$ cat src/rtl/uart_rx_stream.sv
// uart_rx_stream: oversampled 8N1 UART receiver feeding a show-ahead byte FIFO on a valid/ready master port.
// Optional feature macro UART_RX_PARITY_EN adds an even-parity bit per frame and a parity_err pulse output.
module uart_rx_stream #(
  parameter int CLKS_PER_BIT = 868,
  parameter int FIFO_DEPTH   = 16,
  parameter int FIFO_AW      = 4
) (
  input  logic               CLK,
  input  logic               RESET,
  input  logic               rx_in,
  output logic [7:0]         m_tdata,
  output logic               m_tvalid,
  input  logic               m_tready,
  output logic               frame_err,
  output logic               overflow,
`ifdef UART_RX_PARITY_EN
  output logic               parity_err,
`endif
  output logic [FIFO_AW:0]   fifo_count
);
  localparam int CW = $clog2(CLKS_PER_BIT);
  localparam logic [CW-1:0] HALF_LOAD = CW'(CLKS_PER_BIT / 2 - 1);
  localparam logic [CW-1:0] FULL_LOAD = CW'(CLKS_PER_BIT - 1);

  typedef enum logic [2:0] {IDLE, START, DATA, PARITY, STOP, BREAK} state_t;

  state_t             state;
  logic [CW-1:0]      baud_cnt;
  logic [2:0]         bit_idx;
  logic [7:0]         shreg;
  logic               sync1, rx_s;
`ifdef UART_RX_PARITY_EN
  logic               par_bit;
`endif

  logic [7:0]         mem [FIFO_DEPTH];
  logic [FIFO_AW-1:0] wr_ptr, rd_ptr;
  logic               full, pop, stop_hit, byte_ok, push, ovf_now, par_bad;

  // Synchroniser resets high so the idle line never looks like a start bit.
  always_ff @(posedge CLK or negedge RESET) begin
    if (!RESET) begin
      sync1 <= 1'b1;
      rx_s  <= 1'b1;
    end else begin
      sync1 <= rx_in;
      rx_s  <= sync1;
    end
  end

  always_comb begin
`ifdef UART_RX_PARITY_EN
    par_bad  = ^{shreg, par_bit};
`else
    par_bad  = 1'b0;
`endif
    full     = (fifo_count == (FIFO_AW+1)'(FIFO_DEPTH));
    pop      = m_tvalid && m_tready;
    stop_hit = (state == STOP) && (baud_cnt == '0) && rx_s;
    byte_ok  = stop_hit && !par_bad;
    // A pop in the same cycle frees the head slot, so a full FIFO can still accept.
    push     = byte_ok && (!full || pop);
    ovf_now  = byte_ok && full && !pop;
  end

  always_ff @(posedge CLK or negedge RESET) begin
    if (!RESET) begin
      state      <= IDLE;
      baud_cnt   <= '0;
      bit_idx    <= '0;
      shreg      <= '0;
      frame_err  <= 1'b0;
      overflow   <= 1'b0;
`ifdef UART_RX_PARITY_EN
      par_bit    <= 1'b0;
      parity_err <= 1'b0;
`endif
    end else begin
      frame_err  <= 1'b0;
      overflow   <= ovf_now;
`ifdef UART_RX_PARITY_EN
      parity_err <= stop_hit && par_bad;
`endif
      case (state)
        IDLE: begin
          if (!rx_s) begin
            baud_cnt <= HALF_LOAD;
            state    <= START;
          end
        end
        START: begin
          if (baud_cnt != '0) begin
            baud_cnt <= baud_cnt - CW'(1);
          end else if (rx_s) begin
            state <= IDLE;
          end else begin
            baud_cnt <= FULL_LOAD;
            bit_idx  <= '0;
            state    <= DATA;
          end
        end
        DATA: begin
          if (baud_cnt != '0) begin
            baud_cnt <= baud_cnt - CW'(1);
          end else begin
            shreg    <= {rx_s, shreg[7:1]};
            baud_cnt <= FULL_LOAD;
            bit_idx  <= bit_idx + 3'd1;
            if (bit_idx == 3'd7) begin
`ifdef UART_RX_PARITY_EN
              state <= PARITY;
`else
              state <= STOP;
`endif
            end
          end
        end
`ifdef UART_RX_PARITY_EN
        PARITY: begin
          if (baud_cnt != '0) begin
            baud_cnt <= baud_cnt - CW'(1);
          end else begin
            par_bit  <= rx_s;
            baud_cnt <= FULL_LOAD;
            state    <= STOP;
          end
        end
`endif
        STOP: begin
          if (baud_cnt != '0) begin
            baud_cnt <= baud_cnt - CW'(1);
          end else if (rx_s) begin
            state <= IDLE;
          end else begin
            frame_err <= 1'b1;
            state     <= BREAK;
          end
        end
        BREAK: begin
          if (rx_s) state <= IDLE;
        end
        default: state <= IDLE;
      endcase
    end
  end

  always_ff @(posedge CLK or negedge RESET) begin
    if (!RESET) begin
      wr_ptr     <= '0;
      rd_ptr     <= '0;
      fifo_count <= '0;
      for (int i = 0; i < FIFO_DEPTH; i++) mem[i] <= '0;
    end else begin
      if (push) begin
        mem[wr_ptr] <= shreg;
        wr_ptr      <= wr_ptr + FIFO_AW'(1);
      end
      if (pop) rd_ptr <= rd_ptr + FIFO_AW'(1);
      if (push && !pop)      fifo_count <= fifo_count + (FIFO_AW+1)'(1);
      else if (pop && !push) fifo_count <= fifo_count - (FIFO_AW+1)'(1);
    end
  end

  assign m_tvalid = (fifo_count != '0);
  assign m_tdata  = mem[rd_ptr];

endmodule

$ cat config.mk
export PLATFORM = sky130hd
export DESIGN_NAME = uart_rx_stream
export DESIGN_NICKNAME = d
export VERILOG_FILES = /design/src/rtl/uart_rx_stream.sv
export SDC_FILE = /design/constraint.sdc
export NUM_CORES = 1
export LEC_CHECK = 0
export BUFFER_PORTS_ARGS = -buffer_cell sky130_fd_sc_hd__buf_4
export CAP_MARGIN = 30
export CORE_AREA = 3 3 148 150
export CTS_CLUSTER_SIZE = 20
export DETAILED_ROUTE_END_ITERATION = 10
export DIE_AREA = 0 0 151 153
export GPL_ROUTABILITY_DRIVEN = 1
export GPL_TIMING_DRIVEN = 0
export HOLD_SLACK_MARGIN = 0.12
export PLACE_DENSITY_LB_ADDON = 0.08
export SLEW_MARGIN = 30
export SYNTH_ARGS = -nofsm -noshare
export SYNTH_HDL_FRONTEND = slang
export SYNTH_SLANG_ARGS = --single-unit
export TNS_END_PERCENT = 10
$ cat constraint.sdc
create_clock -name CLK -period 2.8 [get_ports CLK]
set_input_delay 0.56 -clock CLK [delete_from_list [all_inputs] [get_ports CLK]]
set_output_delay 0.56 -clock CLK [all_outputs]
set_load 0.05 [all_outputs]
==> metrics.csv, run 1 <==
metric,value,unit
Placer Congestion,0.781,
Tot GR Track Use,17.7,%
Max Cap Viol,0,
post-route ant nets,0,
number of inserted diodes,0,
final worst slack,-0.123,ns
crit-path max FO,6,
"Distinct cells, synth",52,
Crit path required time,2.24,ns
"commonest non-fill, non-tap cell in the layout",dfrtp_1,
final std cells w/o fill,892,
final wirelength,19400,µm
CTS root buffer,clkbuf_16,
critical setup path kind,reg2out,
CP startpoint kind,register,
Pins Over Slew Limit,0,
Worst Skew,0.00918,ns
slowest stage cell on the critical path,mux4_2,
status,"finished, violations left",
port bufs,19,
gr ovfl total,0,
crit path DAT,2.36,ns
die area,0.0231,mm²
Final nets,622,
WL/cell,21.7,µm
Mapped Area,0.00864,mm²
f_max,0.342,GHz
cts bufs inserted,17,
Worst Setup End Kind,primary output,
CTS H-Tree Depth,4,
Hold Buf Count CTS,0,
layout cells sized above 1,47.0,%
post-DP HPWL,12400,µm
CTS tree,done,
RSZ-0062 raised after global routing,yes,
Placeable Area,0.0208,mm²
vias per cell,5.30,
Tmin final,2.92,ns
Yosys reg bits,169,
residual DRC count,0,
Die Wd,151,µm
first-pass GRT wire length,31000,µm
most frequent cells in the layout,"163 x dfrtp_1, 128 x mux2_4, 40 x mux4_2",
Vias,4728,
clk buf depth,2,
Post-synth EDFFs,0,
largest net degree at the start of global routing,88,
CTS Sinks,169,
Final setup violation count,9,
fill count,1781,
worst rel slew slack,48.4,%
cell mode on critical path,mux4_2,
post-synthesis sequential area ratio,49.0,%
ys async rst share,100,%
DP Cell Count,853,
Worst-path clk slew,0.07,ns
Post-Syn Area per Cell,15.5,µm²
number of global-route vias before repair,5119,
CP cell instances,buf_8 > clkbuf_16 > mux4_2 > mux4_2 > buf_6,
CP peak stage delay,0.54,ns
"Cell Area, Placed",0.00919,mm²
Lkg Pwr,0.00451,µW
commonest register cell after synthesis,dfrtp_1,
cells after synthesis,558,
IO Count,20,
initial drt markers,210,
failing checks,negative setup slack,
syn nets,576,
Tcrit/Tclk final,104,%
Rows,53,
initial antenna violation count,0,
DIE HEIGHT,153,µm
Final Hold Viols,0,
Ys Warns,0,
peak ir drop on the vdd network,0.617,mV
post-layout util,48.2,%
Pwr Density,655,mW/mm²
fin area,0.0100,mm²
Worst-Margin Slew,0.774,ns
Initial Utilization,41.5,%
min-delay worst type,in2async,
clk_lat worst skew,0.42,ns
DRT Pass-1 Iters,4,
Area growth syn-to-layout,16.3,%
==> report_power, final <==
group / leakage, µW / switching (µW) / internal, µW
logic: 0.00189 / 747 / 620
registers: 0.00231 / 90.9 / 2520
clock network: 0.000308 / 989 / 1610
total: 0.00451 / 1830 / 4750
==> repair_timing <==
action / 4_1_cts / 5_1_grt
gates cloned: 0 / 1
resized for setup: 35 / 5
pin swaps: 1 / 3
endpoints found under the setup margin: 13 / 23
buffers inserted: 3 / 4
==> through the flow <==
stage / worst slack (ns) / TNS [ns] / power, µW / hold slack [ns]
after global placement: -0.730 / -4.51 / 3820 / 0.350
final: -0.123 / -0.895 / 6580 / 0.125
after detailed placement: -0.723 / -4.67 / 3840 / 0.350
after floorplan: -0.160 / -0.160 / 3460 / 0.264
after CTS: -0.171 / -1.26 / 6600 / 0.150
after global routing: -0.193 / -1.66 / 6880 / 0.161
==> worst max-delay path: cells and delay by family, from the launching register on <==
kind | cells | cell delay, ns
mux | 2 | 1.05
flops | 1 | 0.38
buf+inv | 3 | 0.50
==> final cells by class <==
| cell class | instances | area, µm² | share of cell area [%] |
|---|---|---|---|
| Tap cell | 275 | 344 | 3.43 |
| Buffer | 42 | 367 | 3.65 |
| Clock buffer | 21 | 450 | 4.48 |
| Clock inverter | 11 | 193 | 1.92 |
| Multi-Input combinational cell | 339 | 4140 | 41.2 |
| Inverter | 7 | 28.8 | 0.286 |
| Timing Repair Buffer | 28 | 285 | 2.84 |
| Sequential cell | 169 | 4240 | 42.2 |
==> cell usage after synthesis, types with 2 or more instances <==
library cell	count	area (µm²)
dfrtp_1	167	4180
mux2_4	128	1920
mux4_2	40	901
nand2_1	21	78.8
buf_6	18	203
a21oi_1	14	70.1
ha_1	13	163
and3_4	12	135
nor2_1	12	45.0
clkbuf_1	11	41.3
buf_1	10	37.5
xnor2_1	10	87.6
inv_1	7	26.3
mux2_1	7	78.8
o21ai_0	7	35.0
o21ai_1	7	35.0
and3_1	6	37.5
nor3_1	5	25.0
buf_2	4	20.0
nand3_1	4	20.0
nor3b_1	4	30.0
o21a_1	4	30.0
a21o_1	3	22.5
a31oi_1	3	18.8
nand4_1	3	18.8
nor2b_1	3	18.8
o22a_1	3	26.3
xor2_1	3	26.3
a22o_1	2	17.5
and2_1	2	12.5
dfstp_2	2	52.6
nand2b_1	2	12.5
nor4_1	2	12.5
==> cell families after synthesis <==
kind of cell | Yosys count | share of synthesized area (%)
XOR/XNOR | 13 | 1.32
adder cells (fa/ha/maj) | 14 | 2.12
AND/OR/NAND/NOR | 85 | 6.30
AO/OA/AOI/OAI | 50 | 3.64
flip-flops | 169 | 49.0
buffers and inverters | 50 | 3.80
multiplexers | 177 | 33.8
==> metal layers <==
layer | GRT usage (%) | routed length, µm | share of wire [%]
met1 | 26.1 | 9460 | 49
met2 | 27.5 | 9310 | 48
met3 | 3.14 | 392 | 2.0
met4 | 4.27 | 200 | 1.0
met5 | 0 | 0 | 0
==> state kept, by name (all words and copies together) (netlist names) <==
name        cells
baud_cnt       10
bit_idx         3
fifo_count      5
frame_err       1
mem           128
overflow        1
rd_ptr          4
rx_s            1
shreg           8
state           3
sync1           1
wr_ptr          4
==> final timing paths <==
check / from / to / slack [ns] / depth (start not counted)
max: rd_ptr[0]$_DFFE_PN0P_ / m_tdata[7] / -0.12 / 5
min: RESET / mem[86]$_DFFE_PN0P_ / 0.12 / 1
max reg2reg: fifo_count[0]$_DFFE_PN0P_ / fifo_count[4]$_DFFE_PN0P_ / -0.04 / 12
min reg2reg: sync1$_DFF_PN1_ / rx_s$_DFF_PN1_ / 0.36 / 0
max in group asynchronous: RESET / fifo_count[0]$_DFFE_PN0P_ / 1.75 / 2
min in group CLK: rx_in / sync1$_DFF_PN1_ / 0.25 / 1
Note: power is estimated with default switching activity, not from simulation.
==> inputs of run 2 (changes only) <==
Settings changed: TNS_END_PERCENT 10 to unset.
==> metrics.csv, run 2 (synthesis results as in run 1) <==
metric,value,unit
Pins Over Slew Limit,0,
CTS tree,done,
peak ir drop on the vdd network,0.664,mV
final std cells w/o fill,904,
first-pass GRT wire length,31200,µm
clk_lat worst skew,0.43,ns
"Cell Area, Placed",0.00919,mm²
residual DRC count,0,
CTS root buffer,clkbuf_16,
CP startpoint kind,register,
Final setup violation count,8,
Reg area,0.00424,mm²
clk buf depth,2,
Tmin final,2.93,ns
Die Wd,151,µm
die area,0.0231,mm²
fin area,0.0102,mm²
initial drt markers,232,
Largest regs,"mem x128, baud_cnt x10, shreg x8",
min-delay worst type,in2async,
Rows,53,
Largest register FFs,128,
Worst Skew,0.00977,ns
gr ovfl total,0,
number of global-route vias before repair,5163,
final worst slack,-0.132,ns
CTS H-Tree Depth,4,
f_max,0.341,GHz
Initial Utilization,41.5,%
largest net degree at the start of global routing,88,
Final nets,634,
post-DP HPWL,12400,µm
failing checks,negative setup slack,
final wirelength,19600,µm
Vias,4797,
Worst Setup End Kind,primary output,
Lkg Pwr,0.00457,µW
crit path DAT,2.37,ns
vias per cell,5.31,
post-route ant nets,0,
Area growth syn-to-layout,17.6,%
most frequent cells in the layout,"163 x dfrtp_1, 128 x mux2_4, 40 x mux4_2",
Tcrit/Tclk final,105,%
initial antenna violation count,0,
RSZ-0062 raised after global routing,yes,
Pwr Density,655,mW/mm²
Final Hold Viols,0,
IO Count,20,
number of inserted diodes,0,
largest reg by FF count,mem,
"commonest non-fill, non-tap cell in the layout",dfrtp_1,
DRT Pass-1 Iters,5,
worst rel slew slack,48.1,%
Placeable Area,0.0208,mm²
CTS Sinks,169,
Place WS,-0.723,ns
DIE HEIGHT,153,µm
Crit path required time,2.24,ns
cts bufs inserted,17,
Tot GR Track Use,17.9,%
status,"finished, violations left",
WL/cell,21.6,µm
multi-input logic area,0.00416,mm²
r2r setup slk,0.07,ns
fill count,1770,
Max Cap Viol,0,
Placer Congestion,0.781,
port bufs,19,
crit-path max FO,6,
layout cells sized above 1,48.2,%
Worst-path clk slew,0.07,ns
Worst-Margin Slew,0.779,ns
critical setup path kind,reg2out,
DP Cell Count,853,
==> run 2: changes by cell type in the layout (fill, tap and decap cells not counted), sizes merged <==
cell and change:
buf +12
==> run 2: per-layer routing <==
metal	wire, µm	GRT usage (%)
met5	0	0
met4	244	4.27
met3	495	3.14
met2	9440	27.8
met1	9390	26.2
==> run 2: layout make-up <==
cell class / instances / area share, %
plain buffers: 42 / 3.61
clock buffers: 21 / 4.43
clock inverters: 11 / 1.90
inverters: 7 / 0.308
multi-input cells: 339 / 41.0
flip-flops and latches: 169 / 41.7
well taps: 275 / 3.39
repair buffers: 40 / 3.70
==> run 2: path summary, 6_finish.rpt <==
path | startpoint | to | cells past startpoint
worst max-delay path | rd_ptr[0]$_DFFE_PN0P_ | m_tdata[7] | 5
worst min-delay path | RESET | mem[86]$_DFFE_PN0P_ | 1
worst max register to register | fifo_count[0]$_DFFE_PN0P_ | fifo_count[4]$_DFFE_PN0P_ | 12
worst min register to register | sync1$_DFF_PN1_ | rx_s$_DFF_PN1_ | 0
max in group asynchronous | RESET | fifo_count[0]$_DFFE_PN0P_ | 2
min in group CLK | rx_in | sync1$_DFF_PN1_ | 1
==> run 2: metrics by stage <==
| step | util, % | setup TNS (ns) | hold slack (ns) | total power (µW) |
|---|---|---|---|---|
| global route | 48.8 | -1.55 | 0.161 | 6950 |
| detailed placement | 44.1 | -4.67 | 0.350 | 3840 |
| global placement | 44.0 | -4.51 | 0.350 | 3820 |
| floorplan | - | -0.160 | 0.264 | 3460 |
| finish | 48.8 | -0.903 | 0.116 | 6650 |
| CTS | 48.3 | -1.18 | 0.150 | 6660 |
==> run 2: worst max-delay path, cell delays in order, from the launching register on <==
cell and delay (ns):
dfrtp_1 0.38, buf_8 0.17, clkbuf_16 0.16, mux4_2 0.54, mux4_2 0.51, buf_6 0.17
==> run 2: repair_timing <==
action                                  in CTS  in global routing
endpoints found under the setup margin      13                  9
gates resized for setup                     37                  6
gates cloned                                 0                  1
endpoints found under the hold margin        0                  0
hold buffers                                 0                  0
pin swaps                                    8                  7
buffers inserted                            12                  7
==> run 2: power by group <==
group	switching, µW	internal [µW]
Clock	998	1610
Sequential	72.4	2520
Combinational	781	671
Total	1850	4800
